**config.mk**
```make
export PLATFORM = sky130hd
export DESIGN_NAME = code_entry_fsm
export DESIGN_NICKNAME = d
export VERILOG_FILES = /design/src/rtl/code_lock_pkg.sv /design/src/rtl/code_shift_in.sv /design/src/rtl/code_entry_fsm.sv
export SDC_FILE = /design/constraint.sdc
export NUM_CORES = 1
export LEC_CHECK = 0
export BUFFER_PORTS_ARGS = -buffer_cell sky130_fd_sc_hd__buf_4
export CELL_PAD_IN_SITES_DETAIL_PLACEMENT = 1
export CELL_PAD_IN_SITES_GLOBAL_PLACEMENT = 1
export CORE_MARGIN = 5
export CORE_UTILIZATION = 40
export CTS_BUF_LIST = sky130_fd_sc_hd__clkbuf_4 sky130_fd_sc_hd__clkbuf_8
export CTS_CLUSTER_SIZE = 30
export DETAILED_ROUTE_END_ITERATION = 8
export PLACE_DENSITY = 0.71
export SYNTH_ARGS = -nofsm -noshare
export SYNTH_HDL_FRONTEND = slang
export SYNTH_HIERARCHICAL = 1
export SYNTH_SLANG_ARGS = --single-unit
```
**constraint.sdc**
```tcl
create_clock -name clk -period 2.1 [get_ports clk]
set_input_delay 0.42 -clock clk [delete_from_list [all_inputs] [get_ports clk]]
set_output_delay 0.42 -clock clk [all_outputs]
set_load 0.05 [all_outputs]
```
**src/rtl/code_lock_pkg.sv**
```systemverilog
// Shared definitions for the serial code-entry controller.
//   CODE_W       width of an entered code (fixed by the downstream comparator)
//   DEFAULT_KEY  key restored on reset
//   state_e      controller state encoding
package code_lock_pkg;

   localparam int unsigned CODE_W  = 4;
   localparam int unsigned STATE_W = 3;

   localparam logic [CODE_W-1:0] DEFAULT_KEY = 4'b1011;

   typedef enum logic [STATE_W-1:0] {
      S_IDLE    = 3'd0,
      S_SHIFT   = 3'd1,
      S_CHECK   = 3'd2,
      S_UNLOCK  = 3'd3,
      S_FAIL    = 3'd4,
      S_LOCKOUT = 3'd5
   } state_e;

endpackage

```
**src/rtl/code_shift_in.sv**
```systemverilog
// Serial MSB-first shift register with bit counter.
//   clk, rst_n  clock and async active-low reset
//   first       the next accepted bit starts a new code (clears the register)
//   accept      the controller is in a state that takes bits
//   bit_valid   bit_in is offered on this edge
//   bit_in      serial data bit
//   data        assembled code (holds until the next code starts)
//   done_c      the bit taken on this edge completes the code
module code_shift_in
   import code_lock_pkg::*;
#(
   parameter int unsigned CODE_W = 4
) (
   input  logic              clk,
   input  logic              rst_n,
   input  logic              first,
   input  logic              accept,
   input  logic              bit_valid,
   input  logic              bit_in,
   output logic [CODE_W-1:0] data,
   output logic              done_c
);

   localparam int unsigned CNT_W = $clog2(CODE_W + 1);

   logic [CNT_W-1:0] count;
   logic             take_c;

   assign take_c = accept && bit_valid;

   // Completion is flagged on the same edge that takes the last bit so the
   // controller can move to its compare state without an idle cycle.
   assign done_c = take_c && !first && (count == CNT_W'(CODE_W - 1));

   // Shift register and bit counter
   always_ff @(posedge clk or negedge rst_n) begin
      if (!rst_n) begin
         data  <= '0;
         count <= '0;
      end else if (take_c) begin
         if (first) begin
            data  <= {(CODE_W-1)'(0), bit_in};
            count <= CNT_W'(1);
         end else begin
            data  <= {data[CODE_W-2:0], bit_in};
            count <= count + CNT_W'(1);
         end
      end
   end

endmodule

```
**src/rtl/code_entry_fsm.sv**
```systemverilog
// Serial code-entry controller. Collects a code bit by bit, presents it with
// the stored key to an external comparator, reacts to the comparator's
// equality flag with unlock/fail pulses and enforces a timed lockout after
// MAX_TRIES consecutive mismatches.
//   clk, rst_n  clock and async active-low reset
//   bit_in      serial code bit, MSB first; bit_valid qualifies it
//   key_load    load key_in as the stored key (honoured in IDLE only)
//   match_flag  comparator equality of entered vs key
//   entered     code being / last entered (comparator input a1)
//   key         stored key (comparator input a2)
//   unlock      one-cycle pulse on a match
//   fail        one-cycle pulse on every mismatch
//   locked      high for the whole lockout
//   busy        high whenever not idle
module code_entry_fsm
   import code_lock_pkg::*;
#(
   parameter int unsigned CODE_W      = 4,
   parameter int unsigned MAX_TRIES   = 3,
   parameter int unsigned LOCK_CYCLES = 16
) (
   input  logic              clk,
   input  logic              rst_n,
   input  logic              bit_in,
   input  logic              bit_valid,
   input  logic              key_load,
   input  logic [CODE_W-1:0] key_in,
   input  logic              match_flag,
   output logic [CODE_W-1:0] entered,
   output logic [CODE_W-1:0] key,
   output logic              unlock,
   output logic              fail,
   output logic              locked,
   output logic              busy
);

   localparam int unsigned TRY_W  = 3;
   localparam int unsigned LOCK_W = $clog2(LOCK_CYCLES + 1);

   localparam logic [STATE_W-1:0] ST_IDLE    = S_IDLE;
   localparam logic [STATE_W-1:0] ST_SHIFT   = S_SHIFT;
   localparam logic [STATE_W-1:0] ST_CHECK   = S_CHECK;
   localparam logic [STATE_W-1:0] ST_UNLOCK  = S_UNLOCK;
   localparam logic [STATE_W-1:0] ST_FAIL    = S_FAIL;
   localparam logic [STATE_W-1:0] ST_LOCKOUT = S_LOCKOUT;

   logic [STATE_W-1:0] state_q, state_d;
   logic [TRY_W-1:0]   tries_q, tries_d;
   logic [LOCK_W-1:0]  lock_q,  lock_d;
   logic [CODE_W-1:0]  key_d;
   logic               first_c;
   logic               accept_c;
   logic               done_c;

   // Bits are only taken in IDLE (starting a code) and SHIFT
   assign first_c  = (state_q == ST_IDLE);
   assign accept_c = (state_q == ST_IDLE) || (state_q == ST_SHIFT);

   code_shift_in #(
      .CODE_W (CODE_W)
   ) u_shift (
      .clk       (clk),
      .rst_n     (rst_n),
      .first     (first_c),
      .accept    (accept_c),
      .bit_valid (bit_valid),
      .bit_in    (bit_in),
      .data      (entered),
      .done_c    (done_c)
   );

   // Next-state, try counter, lockout counter and key update
   always_comb begin
      state_d = state_q;
      tries_d = tries_q;
      lock_d  = lock_q;
      key_d   = key;
      case (state_q)
         ST_IDLE: begin
            // A bit in the same cycle as key_load wins; the load is dropped
            if (bit_valid) begin
               state_d = ST_SHIFT;
            end else if (key_load) begin
               key_d = key_in;
            end
         end
         ST_SHIFT: begin
            if (done_c) begin
               state_d = ST_CHECK;
            end
         end
         ST_CHECK: begin
            if (match_flag) begin
               tries_d = '0;
               state_d = ST_UNLOCK;
            end else begin
               if (tries_q < TRY_W'(MAX_TRIES)) begin
                  tries_d = tries_q + TRY_W'(1);
               end
               state_d = ST_FAIL;
            end
         end
         ST_UNLOCK: begin
            state_d = ST_IDLE;
         end
         ST_FAIL: begin
            if (tries_q == TRY_W'(MAX_TRIES)) begin
               lock_d  = LOCK_W'(LOCK_CYCLES - 1);
               state_d = ST_LOCKOUT;
            end else begin
               state_d = ST_IDLE;
            end
         end
         ST_LOCKOUT: begin
            if (lock_q == '0) begin
               tries_d = '0;
               state_d = ST_IDLE;
            end else begin
               lock_d = lock_q - LOCK_W'(1);
            end
         end
         default: begin
            state_d = ST_IDLE;
         end
      endcase
   end

   // State and registered Moore outputs (derived from the next state so each
   // output is high exactly while the matching state is current)
   always_ff @(posedge clk or negedge rst_n) begin
      if (!rst_n) begin
         state_q <= ST_IDLE;
         tries_q <= '0;
         lock_q  <= '0;
         key     <= CODE_W'(DEFAULT_KEY);
         unlock  <= 1'b0;
         fail    <= 1'b0;
         locked  <= 1'b0;
         busy    <= 1'b0;
      end else begin
         state_q <= state_d;
         tries_q <= tries_d;
         lock_q  <= lock_d;
         key     <= key_d;
         unlock  <= (state_d == ST_UNLOCK);
         fail    <= (state_d == ST_FAIL);
         locked  <= (state_d == ST_LOCKOUT);
         busy    <= (state_d != ST_IDLE);
      end
   end

endmodule

```
# == After elaboration in Yosys (flattened, before gate mapping) ==
# Index checks and enable logic that the tools add are counted.
# classes
addsub,3
magnitude_cmp,1
eq_ne,13
mux,15
bitwise_logic,1
reduce_logical,13
# op_table
op,count
$mux 3,9
$pmux 3 s5,1
$eq 3x2->1 const B,4
$eq 3x3->1 const B,4
$mux 5,2
$pmux 5 s2,1
$reduce_and 3->1,3
$add 3x1->3 const B,2
$ne 2x2->1 const B,3
$pmux 3 s2,1
$logic_not 5->1,1
$sub 5x1->5 const B,1
$mux 4,1
$reduce_bool 2->1,2
$eq 3x1->1 const B,1
$logic_and 1x1->1,3
$logic_not 3->1,1
$lt 3x2->1 const B,1
$ne 3x3->1 const B,1
$reduce_bool 3->1,1
$logic_not 1->1,1
$logic_or 1x1->1,1
$not 1->1,1
# word_totals
reg_bits,26
out_inout_bits,12

# == Longest topological paths before layout ==
# Gate-level depths: netlist of run 1.
# depth
ltp_word,8
depth_mapped,8
depth_no_buf,7

# == By module ==
# The synthesis of run 1 kept the hierarchy.
# by_module_without_submodules
mod,instances,cells_per_inst,area_per_inst_um2,seq_area_each_um2
code_entry_fsm,1,87,937.1,479.2
code_shift_in,1,25,331.6,175.2

# == Worst setup path after synthesis of run 1 ==
# No wires, ideal clock.
# synth_path
path_type,register -> register
start,register lock_q[0]
end,register lock_q[2]
setup_ps,130
arrival_time_ps,1448
setup_slack_ps,522
stages_incl_launch_ff,8
n_path_buf,1
path_cell_list,dfrtp_1 inv_1 ha_1 nor4b_1 nor2b_1 buf_6 a211oi_1 a31oi_1
# synth_via
elab_chain_len,3
word_cells_on_any_way,6
# synth_lines
item,line_no,source
"start, declared",code_entry_fsm.sv:49,"logic [LOCK_W-1:0] lock_q, lock_d;"
"start signal, assigned",code_entry_fsm.sv:143,lock_q <= lock_d;
$sub 5x1->5 or $logic_not 5->1 (tied branches),"code_entry_fsm.sv:119, code_entry_fsm.sv:115",
$mux 5 or $ne 2x2->1 (tied branches),-,
$pmux 5 s2 or $reduce_and 3->1 (tied branches),-,
# Parallel ways exist; a longest one is shown, timed or not. The select of a mux whose other input is x is not followed.
# A chain may end at the register's enable or synchronous reset.

# == Final worst setup path of run 1 ==
# Ends and elaborated chain as after synthesis.

==> results by group, run 1 <==
Yosys
  • Post-synth ARST share: 100%
  • Main combinational cell family by area after synthesis: simple AND/OR/NAND/NOR gates
  • Ys Warns: 6
  • Adder-Cell Fraction of Synth Area: 5.92%
  • Synth top area cells: dfrtp_1, mux2_2, dfstp_2, ha_1, nor2b_1
  • Yosys top cell area share: a little under half
  • Synth Area in XOR/XNOR: 0%
  • Number of synthesized flops with an enable pin: 0
  • Syn Std Cell Area: 1270 µm²
  • Synth Area in Compound Gates: 7.99%
  • Syn nets: 128
  • Multiplexer share of the synthesized area: 11.3%
  • Post-synth top cells: dfrtp_1, mux2_2, nor2_1
  • Synth cell types: 30
  • Post-synthesis cell count: 112
  • Main synth FF type: dfrtp_1
  • Register area share after synthesis: 51.6%
  • Seq cells post-synth: 26
  • Syn avg cell area: 11.3 µm²
  • Simple-Gate Fraction of Synth Area: 17.9%
  • Count leader, synth: dfrtp_1
  • Synth area leader: dfrtp_1

Cells and area
  • ANT cells: 0
  • Ratio of cells with drive above 1 in the final layout: 32.3%
  • Layout Area Growth over Synthesis: 18.1%
  • # nets final: 150
  • Finished Layout Cells: 177

Flow run
  • Max Cap Viol: 0

Worst setup path
  • CP Class: register to register
  • Crit path launch: lock_q[0]$_DFFE_PN0P_
  • Startpoint types: register
  • Worst-path cell chain: inv_1, ha_1, nor4b_1, nor2b_1, a211oi_1, a31oi_1
  • Crit-path max FO: 8
  • CP arrival: around 2 ns
  • Slowest-stage cell, CP: dfrtp_1
  • Launch point of the worst reg-to-reg path: lock_q[0]$_DFFE_PN0P_
  • CP Capture Type: register
  • Worst path max stage delay: 0.43 ns
  • WP data required: ~2.3 ns

Detailed routing
  • Antenna-violating nets left: 0
  • Routed WL per cell: 14.0 µm
  • Drt pass-1 iters: 4
  • DRC: 0
  • Vias: 900
  • Average vias per placed instance: between 5 and 6
  • Drt initial violations: 10
  • DRT Wirelength: 2.48 mm

Clocking
  • Root Driver: clkbuf_4
  • Clk sink count: 26
  • CTS tree: built
  • Num CTS Buffers: 3
  • Post-CTS Hold Fix Bufs: 1
  • PostCTS Resize Cnt: 0
  • Clock insertion delay at the later pin of the skew report: 0.33 ns
  • CTS Buffer Depth: 2
  • Number of H-tree levels: 1
  • Post-CTS Setup Bufs: 0
  • Clock slew at reported path FFs: 0.14 ns

STA
  • Setup ws final: 0.303 ns
  • Fin Setup TNS: 0 ns
  • Final Slew Violations: 0
  • Max Clock Skew: between 0.002 and 0.0025 ns
  • Worst-Margin Slew: 0.615 ns
  • Final min period: 1.80 ns
  • Max Clock Freq: 556 MHz
  • Hold Fails Final Rpt: 0
  • Unrepaired setup endpoints after global routing: no
  • Fin crit share: 85.6%
  • Slew margin rel.: approximately 60%
  • # setup viols final: 0

Floorplanning
  • Site Rows: 20
  • Die height: 66.3 µm
  • I/O pins: 22
  • Starting Density: between 40% and 50%
  • Die ar.: ~4400 µm²
  • Die extent in x: 66.3 µm
  • Core Box Area: 3050 µm²

GRT
  • Vias in the first global route: 956
  • First-pass GRT wire length: roughly 4.4 mm
  • Total track usage: 13.2%
  • Pin count of the biggest net entering global routing: 27
  • Initial antenna violation count: 0
  • Total grt overflow: 0

Placed design
  • GP Congestion: 0.793
  • IO buf count: 21
  • Number of cells after detailed placement: 172
  • Post-DP HPWL: 1.88 mm
  • Worst slack at placement: 0.298 ns

Hold path
  • Hold Crit Start: match_flag
  • Min-delay worst type: input pin to register

Run status
  • Status: finished clean

Power and ir drop
  • Peak VDD IR: 0.000532 V
  • Pwr dens: about 1300 nW/µm²
  • Leak pwr: approximately 0.71 nW
-- power breakdown --
part / internal, mW / switching (mW) / total, mW
sequential: 0.653 / 0.102 / 0.754
clock: 0.193 / 0.151 / 0.344
combinational: 0.310 / 0.485 / 0.794
-- sequential cells by signal, indices dropped and copies added, names as in the netlist --
register	count
state_q	3
locked	1
tries_q	3
u_shift/data	4
fail	1
lock_q	5
u_shift/count	3
busy	1
key	4
unlock	1
-- per-layer routing --
metal / wire (µm) / global-route usage, % / share of wire [%]
met5: 0 / 0 / 0
met3: 126 / 4.93 / 5.1
met1: 982 / 15.1 / 40
met4: 30 / 4.57 / 1.2
met2: 1340 / 22.3 / 54
-- layout by cell type, fill, tap and decap left out --
master,netlist,final
and4bb_2,1,1
nor2b_1,6,6
nand3_1,5,5
a211oi_1,1,1
nand3b_1,3,3
o21ai_0,5,5
ha_1,6,6
nand2b_1,1,1
a21o_1,1,1
dfstp_2,3,3
nor2_1,9,9
clkbuf_4,0,3
nor3b_1,2,2
nor4b_1,1,1
inv_1,6,6
and2_1,1,1
nand2_1,2,2
nor3_1,4,4
a21oi_1,6,6
mux2_2,11,11
buf_4,1,21
dfrtp_1,23,23
o41ai_1,2,2
o21a_1,1,1
dlygate4sd3_1,0,1
nor3_2,1,1
nand2_2,2,2
bufinv_16,0,1
and3b_1,1,1
mux2i_1,2,2
a31oi_1,1,1
-- path summary, 6_finish.rpt --
check	slack, ns	depth (start not counted)	endpoint
min	0.29	2	fail$_DFF_PN0_
max reg2reg	0.30	6	lock_q[2]$_DFFE_PN0P_
min in group asynchronous	0.52	2	tries_q[1]$_DFFE_PN0P_
max in group asynchronous	1.29	2	key[1]$_DFFE_PN1P_
max	0.30	6	lock_q[2]$_DFFE_PN0P_
min reg2reg	0.52	1	lock_q[0]$_DFFE_PN0P_
-- cell families after synthesis --
family,after synthesis
adder cells (fa/ha/maj),6
multiplexers,13
buffers and inverters,11
AND/OR/NAND/NOR,39
AO/OA/AOI/OAI,17
flip-flops,26
-- through the flow --
| step | power, mW | utilization [%] | instance area [µm²] | hold WS (ns) |
|---|---|---|---|---|
| after global routing | 2.02 | 49.1 | 1500 | 0.251 |
| after detailed placement | 1.57 | 47.0 | 1440 | 0.346 |
| after CTS | 1.93 | 49.1 | 1500 | 0.269 |
| final | 1.89 | 49.1 | 1500 | 0.291 |
| after global placement | 1.54 | 47.0 | 1440 | 0.348 |
| after floorplan | 1.35 | - | 1270 | 0.124 |
-- area by class of cell --
| cell class | instances | area, µm² |
|---|---|---|
| Clock buffer | 3 | 22.5 |
| Clock inverter | 1 | 30.0 |
| Fill cell | 341 | 1550 |
| Inverter | 6 | 22.5 |
| Multi-Input combinational cell | 75 | 547 |
| Sequential cell | 26 | 654 |
| Tap cell | 44 | 55.1 |
| Timing Repair Buffer | 22 | 168 |
-- critical path, delay by kind of cell (launching register included) --
kind | cells | cell delay, ns
buf+inv | 1 | 0.10
simple gates | 2 | 0.65
compound gates | 2 | 0.33
flops | 1 | 0.43
fa+ha+maj | 1 | 0.17
No activity file was read; power rests on OpenSTA's default activity.
==> run 2, diff against run 1 <==
Settings changed: ABC_AREA set to 1, PLACE_DENSITY 0.71 to 0.75.
==> run 2 against run 1 <==
Highest routed layer unchanged. Largest power group is now sequential cells. Sequential cell count stayed put. Non-clock buffer count stayed put. Critical endpoint is now busy$_DFF_PN0_. Clock skew grew 0.012 ns. Die area grew 3.3%. Cell area up 6.3%. Sequential share of layout area fell by 2.6 points. Final cell count rose by 34%.
==> results by group, run 2 <==
Yosys
  • Register area share after synthesis: 49.6%
  • Synth top area cells: dfrtp_1, nand2_1, inv_1, nand3_1, dfstp_2
  • Post-synth ARST share: 100%
  • Number of synthesized flops with an enable pin: 0
  • Seq cells post-synth: 26
  • Synth area leader: dfrtp_1
  • Main combinational cell family by area after synthesis: simple AND/OR/NAND/NOR gates
  • Syn nets: 184
  • Syn avg cell area: 7.85 µm²
  • Synth cell types: 18
  • Multiplexer share of the synthesized area: 0%
  • Main synth FF type: dfrtp_1
  • Adder-Cell Fraction of Synth Area: 5.69%
  • Simple-Gate Fraction of Synth Area: 32.4%
  • Syn Std Cell Area: 1320 µm²
  • Post-synth top cells: nand2_1, inv_1, dfrtp_1, nor2_1, nand3_1
  • Synth Area in XOR/XNOR: 0.664%
  • Yosys top cell area share: 43.6%
  • Ys Warns: 6
  • Synth Area in Compound Gates: around 3.0%
  • Count leader, synth: nand2_1
  • Post-synthesis cell count: ~170

Clocking
  • Clock insertion delay at the later pin of the skew report: around 0.33 ns
  • Root Driver: clkbuf_4
  • Post-CTS Hold Fix Bufs: 1
  • PostCTS Resize Cnt: 0
  • Clock slew at reported path FFs: 0.15 ns
  • Num CTS Buffers: 3
  • Clk sink count: 26
  • Number of H-tree levels: 1
  • CTS tree: built
  • CTS Buffer Depth: 2
  • Post-CTS Setup Bufs: 0

Cells and area
  • Layout Area Growth over Synthesis: 20.9%
  • Top reg by flops: lock_q
  • Most frequent cells in the layout: nand2_1, inv_1, dfrtp_1
  • Commonest non-fill, non-tap cell in the layout: nand2_1
  • Biggest regs: lock_q x5, key x4, u_shift/data x4
  • Ratio of cells with drive above 1 in the final layout: 19.6%
  • Number of flip-flops in the largest register: 5
  • Post-route cell area: 1590 µm²
  • ANT cells: 0
  • # nets final: 211

Placed design
  • IO buf count: 21
  • Worst slack at placement: approximately 0.51 ns
  • GP Congestion: 0.861
  • Post-placement cell area: 1530 µm²
  • Post-DP HPWL: 2.28 mm

GRT
  • Pin count of the biggest net entering global routing: 27
  • First-pass GRT wire length: 5.26 mm
  • Initial antenna violation count: 0
  • Total track usage: approximately 15%
  • Vias in the first global route: 1,212
  • Total grt overflow: 0

Detailed routing
  • Average vias per placed instance: 4.70
  • Met2 wire len: around 1.5 mm
  • Vias: 1,119
  • Routed WL per cell: roughly 12 µm
  • Met3 routed WL: 70 µm
  • Drt initial violations: 24
  • DRT Wirelength: 2.91 mm
  • M1 WL: 1.29 mm
  • Antenna-violating nets left: 0
  • Uppermost routed layer: met4
  • DRC: 0
  • Drt pass-1 iters: 4

STA
  • Max Clock Freq: 618 MHz
  • Hold Slack: around 0.28 ns
  • Slew margin rel.: 71.6%
  • Setup ws final: approximately 0.48 ns
  • Max Clock Skew: 0.0143 ns
  • Fin Setup TNS: 0 ns
  • Hold Fails Final Rpt: 0
  • Fin crit share: between 70 and 80%
  • Final min period: 1.62 ns
  • # setup viols final: 0
  • Worst-Margin Slew: approximately 0.42 ns
  • Unrepaired setup endpoints after global routing: no
  • Final Slew Violations: 0

Power and ir drop
  • Leak pwr: just over 0.9 nW
  • Combinational power share: about two fifths
  • Pwr dens: 1150 nW/µm²
  • Peak VDD IR: between 0.0007 and 0.0008 V
  • Switching share of power: 41.7%
  • Internal power: 1.07 mW
  • Sequential share of power: between 40% and 50%
  • Clk pwr share: 18.9%
  • NetSw: 0.766 mW

Hold path
  • Min-delay worst type: input pin to register

Floorplanning
  • Core Box Area: slightly above 3000 µm²
  • Site Rows: 20
  • Die ar.: 4550 µm²
  • I/O pins: 22
  • Die height: 67.4 µm
  • Starting Density: between 40% and 50%
  • Die extent in x: 67.4 µm

Run status
  • Status: finished clean

Flow run
  • Max Cap Viol: 0

Worst setup path
  • Reg2reg setup slack: 0.48 ns
  • Startpoint types: register
  • Crit-path max FO: 7
  • CP arrival: 1.84 ns
  • CP Class: register to register
  • CP Capture Type: register
  • WP data required: 2.32 ns
## run 2: cell types whose count changed in the layout (fill, tap and decap cells not counted), moves of 3 or more
cell / delta
nor3_1: -4
inv_2: +3
o21ai_1: +3
nor2_1: +9
nor2b_1: -6
a21oi_1: -6
inv_1: +21
mux2_2: -11
nand2_1: +51
nand3_1: +11
## run 2: through the flow
| stage | power, mW | utilization [%] | cells |
|---|---|---|---|
| 3_5_place_dp | 1.51 | 49.4 | 233 |
| 6_report | 1.84 | 51.4 | 238 |
| 4_1_cts | 1.86 | 51.4 | 238 |
| 2_1_floorplan | 1.27 | - | 168 |
| 3_3_place_gp | 1.47 | 49.4 | 233 |
| 5_1_grt | 1.96 | 51.4 | 238 |
## run 2: worst max-delay path, cell delays in order, from the launching register on
cell,delay [ns]
dfrtp_1,0.50
nor3_2,0.43
inv_1,0.10
nand2_1,0.07
nor2_1,0.04
inv_1,0.06
o21ai_0,0.11
nor2_1,0.13
nand2_1,0.06
## run 2: metal layers
layer	up-vias	track usage, %
met4	0	3.80
met1	539	17.1
met2	10	29.1
li1	566	-
met5	-	0
met3	4	3.66
## run 2: path summary, 6_finish.rpt
| path | from | endpoint | cells after the start |
|---|---|---|---|
| worst max-delay path | state_q[1]$_DFF_PN0_ | busy$_DFF_PN0_ | 8 |
| max in group asynchronous | rst_n | key[0]$_DFFE_PN1P_ | 2 |
| worst max register to register | state_q[1]$_DFF_PN0_ | busy$_DFF_PN0_ | 8 |
| worst min-delay path | bit_in | u_shift/data[0]$_DFFE_PN0P_ | 3 |
| min in group asynchronous | rst_n | lock_q[1]$_DFFE_PN0P_ | 2 |
| worst min register to register | u_shift/data[3]$_DFFE_PN0P_ | u_shift/data[3]$_DFFE_PN0P_ | 2 |
## run 2: power groups by stage
stage	combinational (mW)	clock [mW]	sequential [mW]
finish	0.740	0.348	0.748
global route	0.817	0.380	0.766
CTS	0.756	0.359	0.749
detailed placement	0.750	0	0.758
global placement	0.722	0	0.748
floorplan	0.266	0	1.00
## run 2: cells by family after synthesis
| logic type | after synthesis |
|---|---|
| and+or+nand+nor | 97 |
| buffers and inverters | 30 |
| DFF | 26 |
| AOI/OAI and AO/OA | 8 |
| adders and majority gates | 6 |
| xor gates and xnor gates | 1 |
## run 2: area by class of cell
cell class                      count  area (µm²)
Sequential cell                    26         654
Multi-Input combinational cell    112         552
Inverter                           30         113
Fill cell                         429        1510
Tap cell                           44        55.1
Timing Repair Buffer               22         168
Clock buffer                        3        22.5
Clock inverter                      1        30.0
==> run 3, diff against run 2 <==
Settings changed: ABC_AREA 1 to 0, PLACE_DENSITY 0.75 to 0.71.
Clock period 2.1 ns to 1.5 ns, I/O delays scaled along.
==> run 3 against run 2 <==
Combinational power increased by 85%. Count of clock-buffer cells in the layout increased by 1. Clock skew decreased by 0.0020 ns. Sequential power increased by 40%. Largest power group is now combinational logic. Via count decreased by 13%. Worst setup slack got worse by 0.47 ns. Hold slack got worse by 0.092 ns. Sequential share of layout area decreased by 2.9 points.
==> results by group, run 3 (synthesized netlist as in run 1, its figures left out) <==
Placed design
  • Post-DP HPWL: 2.06 mm
  • GP Congestion: 0.718
  • IO buf count: 21
  • Worst slack at placement: -0.0882 ns

STA
  • Setup ws final: 0.0123 ns
  • Worst-Margin Slew: 0.529 ns
  • Max Clock Freq: between 600 and 700 MHz
  • Slew margin rel.: between 60% and 70%
  • Unrepaired setup endpoints after global routing: yes
  • Fin crit share: 99.2%
  • Max Clock Skew: 0.0123 ns
  • Hold Fails Final Rpt: 0
  • Final min period: 1.49 ns
  • # setup viols final: 0
  • Final Slew Violations: 0

Detailed routing
  • Vias: 977
  • Met3 routed WL: approximately 96 µm
  • M1 WL: between 1 and 1.5 mm
  • DRC: 0
  • Drt initial violations: 2
  • Antenna-violating nets left: 0
  • Uppermost routed layer: met4
  • Drt pass-1 iters: 2
  • Routed WL per cell: ~16 µm
  • Met2 wire len: 1.61 mm
  • Average vias per placed instance: 5.01
  • DRT Wirelength: 3.03 mm

Clocking
  • Clock insertion delay at the later pin of the skew report: 0.34 ns
  • CTS tree: built
  • CTS Buffer Depth: 2
  • Number of H-tree levels: 1
  • Root Driver: clkbuf_4
  • Clk sink count: 26
  • Num CTS Buffers: 3
  • Clock slew at reported path FFs: 0.15 ns

Cells and area
  • Ratio of cells with drive above 1 in the final layout: 52.3%
  • Top reg by flops: lock_q
  • ANT cells: 0
  • Layout Area Growth over Synthesis: 35.6%
  • Biggest regs: lock_q x5, key x4, u_shift/data x4
  • Core Util, Final: 56.4%
  • Number of flip-flops in the largest register: 5
  • Commonest non-fill, non-tap cell in the layout: buf_4
  • Most frequent cells in the layout: buf_4, dfrtp_1, mux2_2
  • # nets final: 168

GRT
  • Initial antenna violation count: 0
  • Total grt overflow: 0
  • Total track usage: 14.9%
  • First-pass GRT wire length: about 4.9 mm
  • Vias in the first global route: 1,033
  • Pin count of the biggest net entering global routing: 27

Worst setup path
  • Reg2reg setup slack: approximately 0.012 ns
  • Worst path max stage delay: 0.43 ns
  • Worst-path cell chain: inv_2, ha_4, nor4b_4, buf_4, nand2_2, nand3_1, o41ai_2
  • Startpoint types: register
  • Launch point of the worst reg-to-reg path: lock_q[1]$_DFFE_PN0P_
  • Slowest-stage cell, CP: dfrtp_1
  • WP data required: 1.73 ns
  • Crit-path max FO: 3
  • CP Capture Type: register
  • CP Class: register to register
  • Crit path launch: lock_q[1]$_DFFE_PN0P_
  • CP arrival: 1.72 ns

Flow run
  • Max Cap Viol: 0

Floorplanning
  • Die height: 66.3 µm
  • Core Box Area: 3050 µm²
  • Die ar.: ~4400 µm²
  • Starting Density: 41.6%
  • Die extent in x: 66.3 µm
  • Site Rows: 20
  • I/O pins: 22

Hold path
  • Hold Crit Start: match_flag
  • Min-delay worst type: input pin to register

Power and ir drop
  • Leak pwr: 0.817 nW
  • Pwr dens: roughly 1600 nW/µm²
  • Pwr Total: 2.75 mW
  • Peak VDD IR: 0.000539 V

Run status
  • Status: finished clean
run 3: worst paths after layout:
| check | depth (start not counted) | to |
|---|---|---|
| setup / recovery | 7 | tries_q[0]$_DFFE_PN0P_ |
| hold / removal | 2 | fail$_DFF_PN0_ |
| setup reg to reg | 7 | tries_q[0]$_DFFE_PN0P_ |
| hold reg to reg | 1 | u_shift/data[3]$_DFFE_PN0P_ |
| max in group asynchronous | 2 | key[1]$_DFFE_PN1P_ |
| min in group asynchronous | 2 | tries_q[2]$_DFFE_PN0P_ |
run 3: metal layers:
| metal | global-route usage [%] | vias to the layer above |
|---|---|---|
| li1 | - | 472 |
| met3 | 3.23 | 5 |
| met4 | 5.33 | 0 |
| met1 | 17.7 | 487 |
| met2 | 26.0 | 13 |
| met5 | 0 | - |
run 3: power by group:
group	switching [mW]	internal, mW	leakage (nW)
Sequential	0.132	0.916	0.329
Combinational	0.775	0.592	0.470
Clock	0.216	0.123	0.0184
Total	1.12	1.63	0.817
run 3: stage by stage:
step                cell area, µm²  hold slack (ns)  instances  setup TNS [ns]
detailed placement            1530            0.229        183          -0.291
global placement              1530            0.227        183         -0.0189
CTS                           1600            0.174        190        -0.00652
floorplan                     1270          0.00441        112               0
finish                        1720            0.184        195               0
global route                  1720            0.170        195          -0.245
run 3: layout make-up:
class / count / area (µm²)
inverters: 6 / 22.5
flip-flops and latches: 26 / 657
fillers: 342 / 1330
well taps: 44 / 55.1
multi-input cells: 75 / 653
clock buffers: 4 / 30.0
repair buffers: 40 / 303
run 3: worst max-delay path, delay by kind of cell (launching register included):
family	cells	cell delay, ns
buffers and inverters	2	0.29
flip-flops	1	0.43
adder cells (fa/ha/maj)	1	0.13
AO/OA/AOI/OAI	1	0.09
AND/OR/NAND/NOR	3	0.45
run 3: what timing repair did:
| item | 4_1_cts | 5_1_grt |
|---|---|---|
| setup buffers | 2 | 5 |
| hold endpoints to repair | 23 | 0 |
| hold buffers | 1 | 0 |
| cloned | 0 | 0 |
| setup endpoints to repair | 12 | 15 |
| pin swaps | 1 | 7 |
| resized for setup | 5 | 23 |
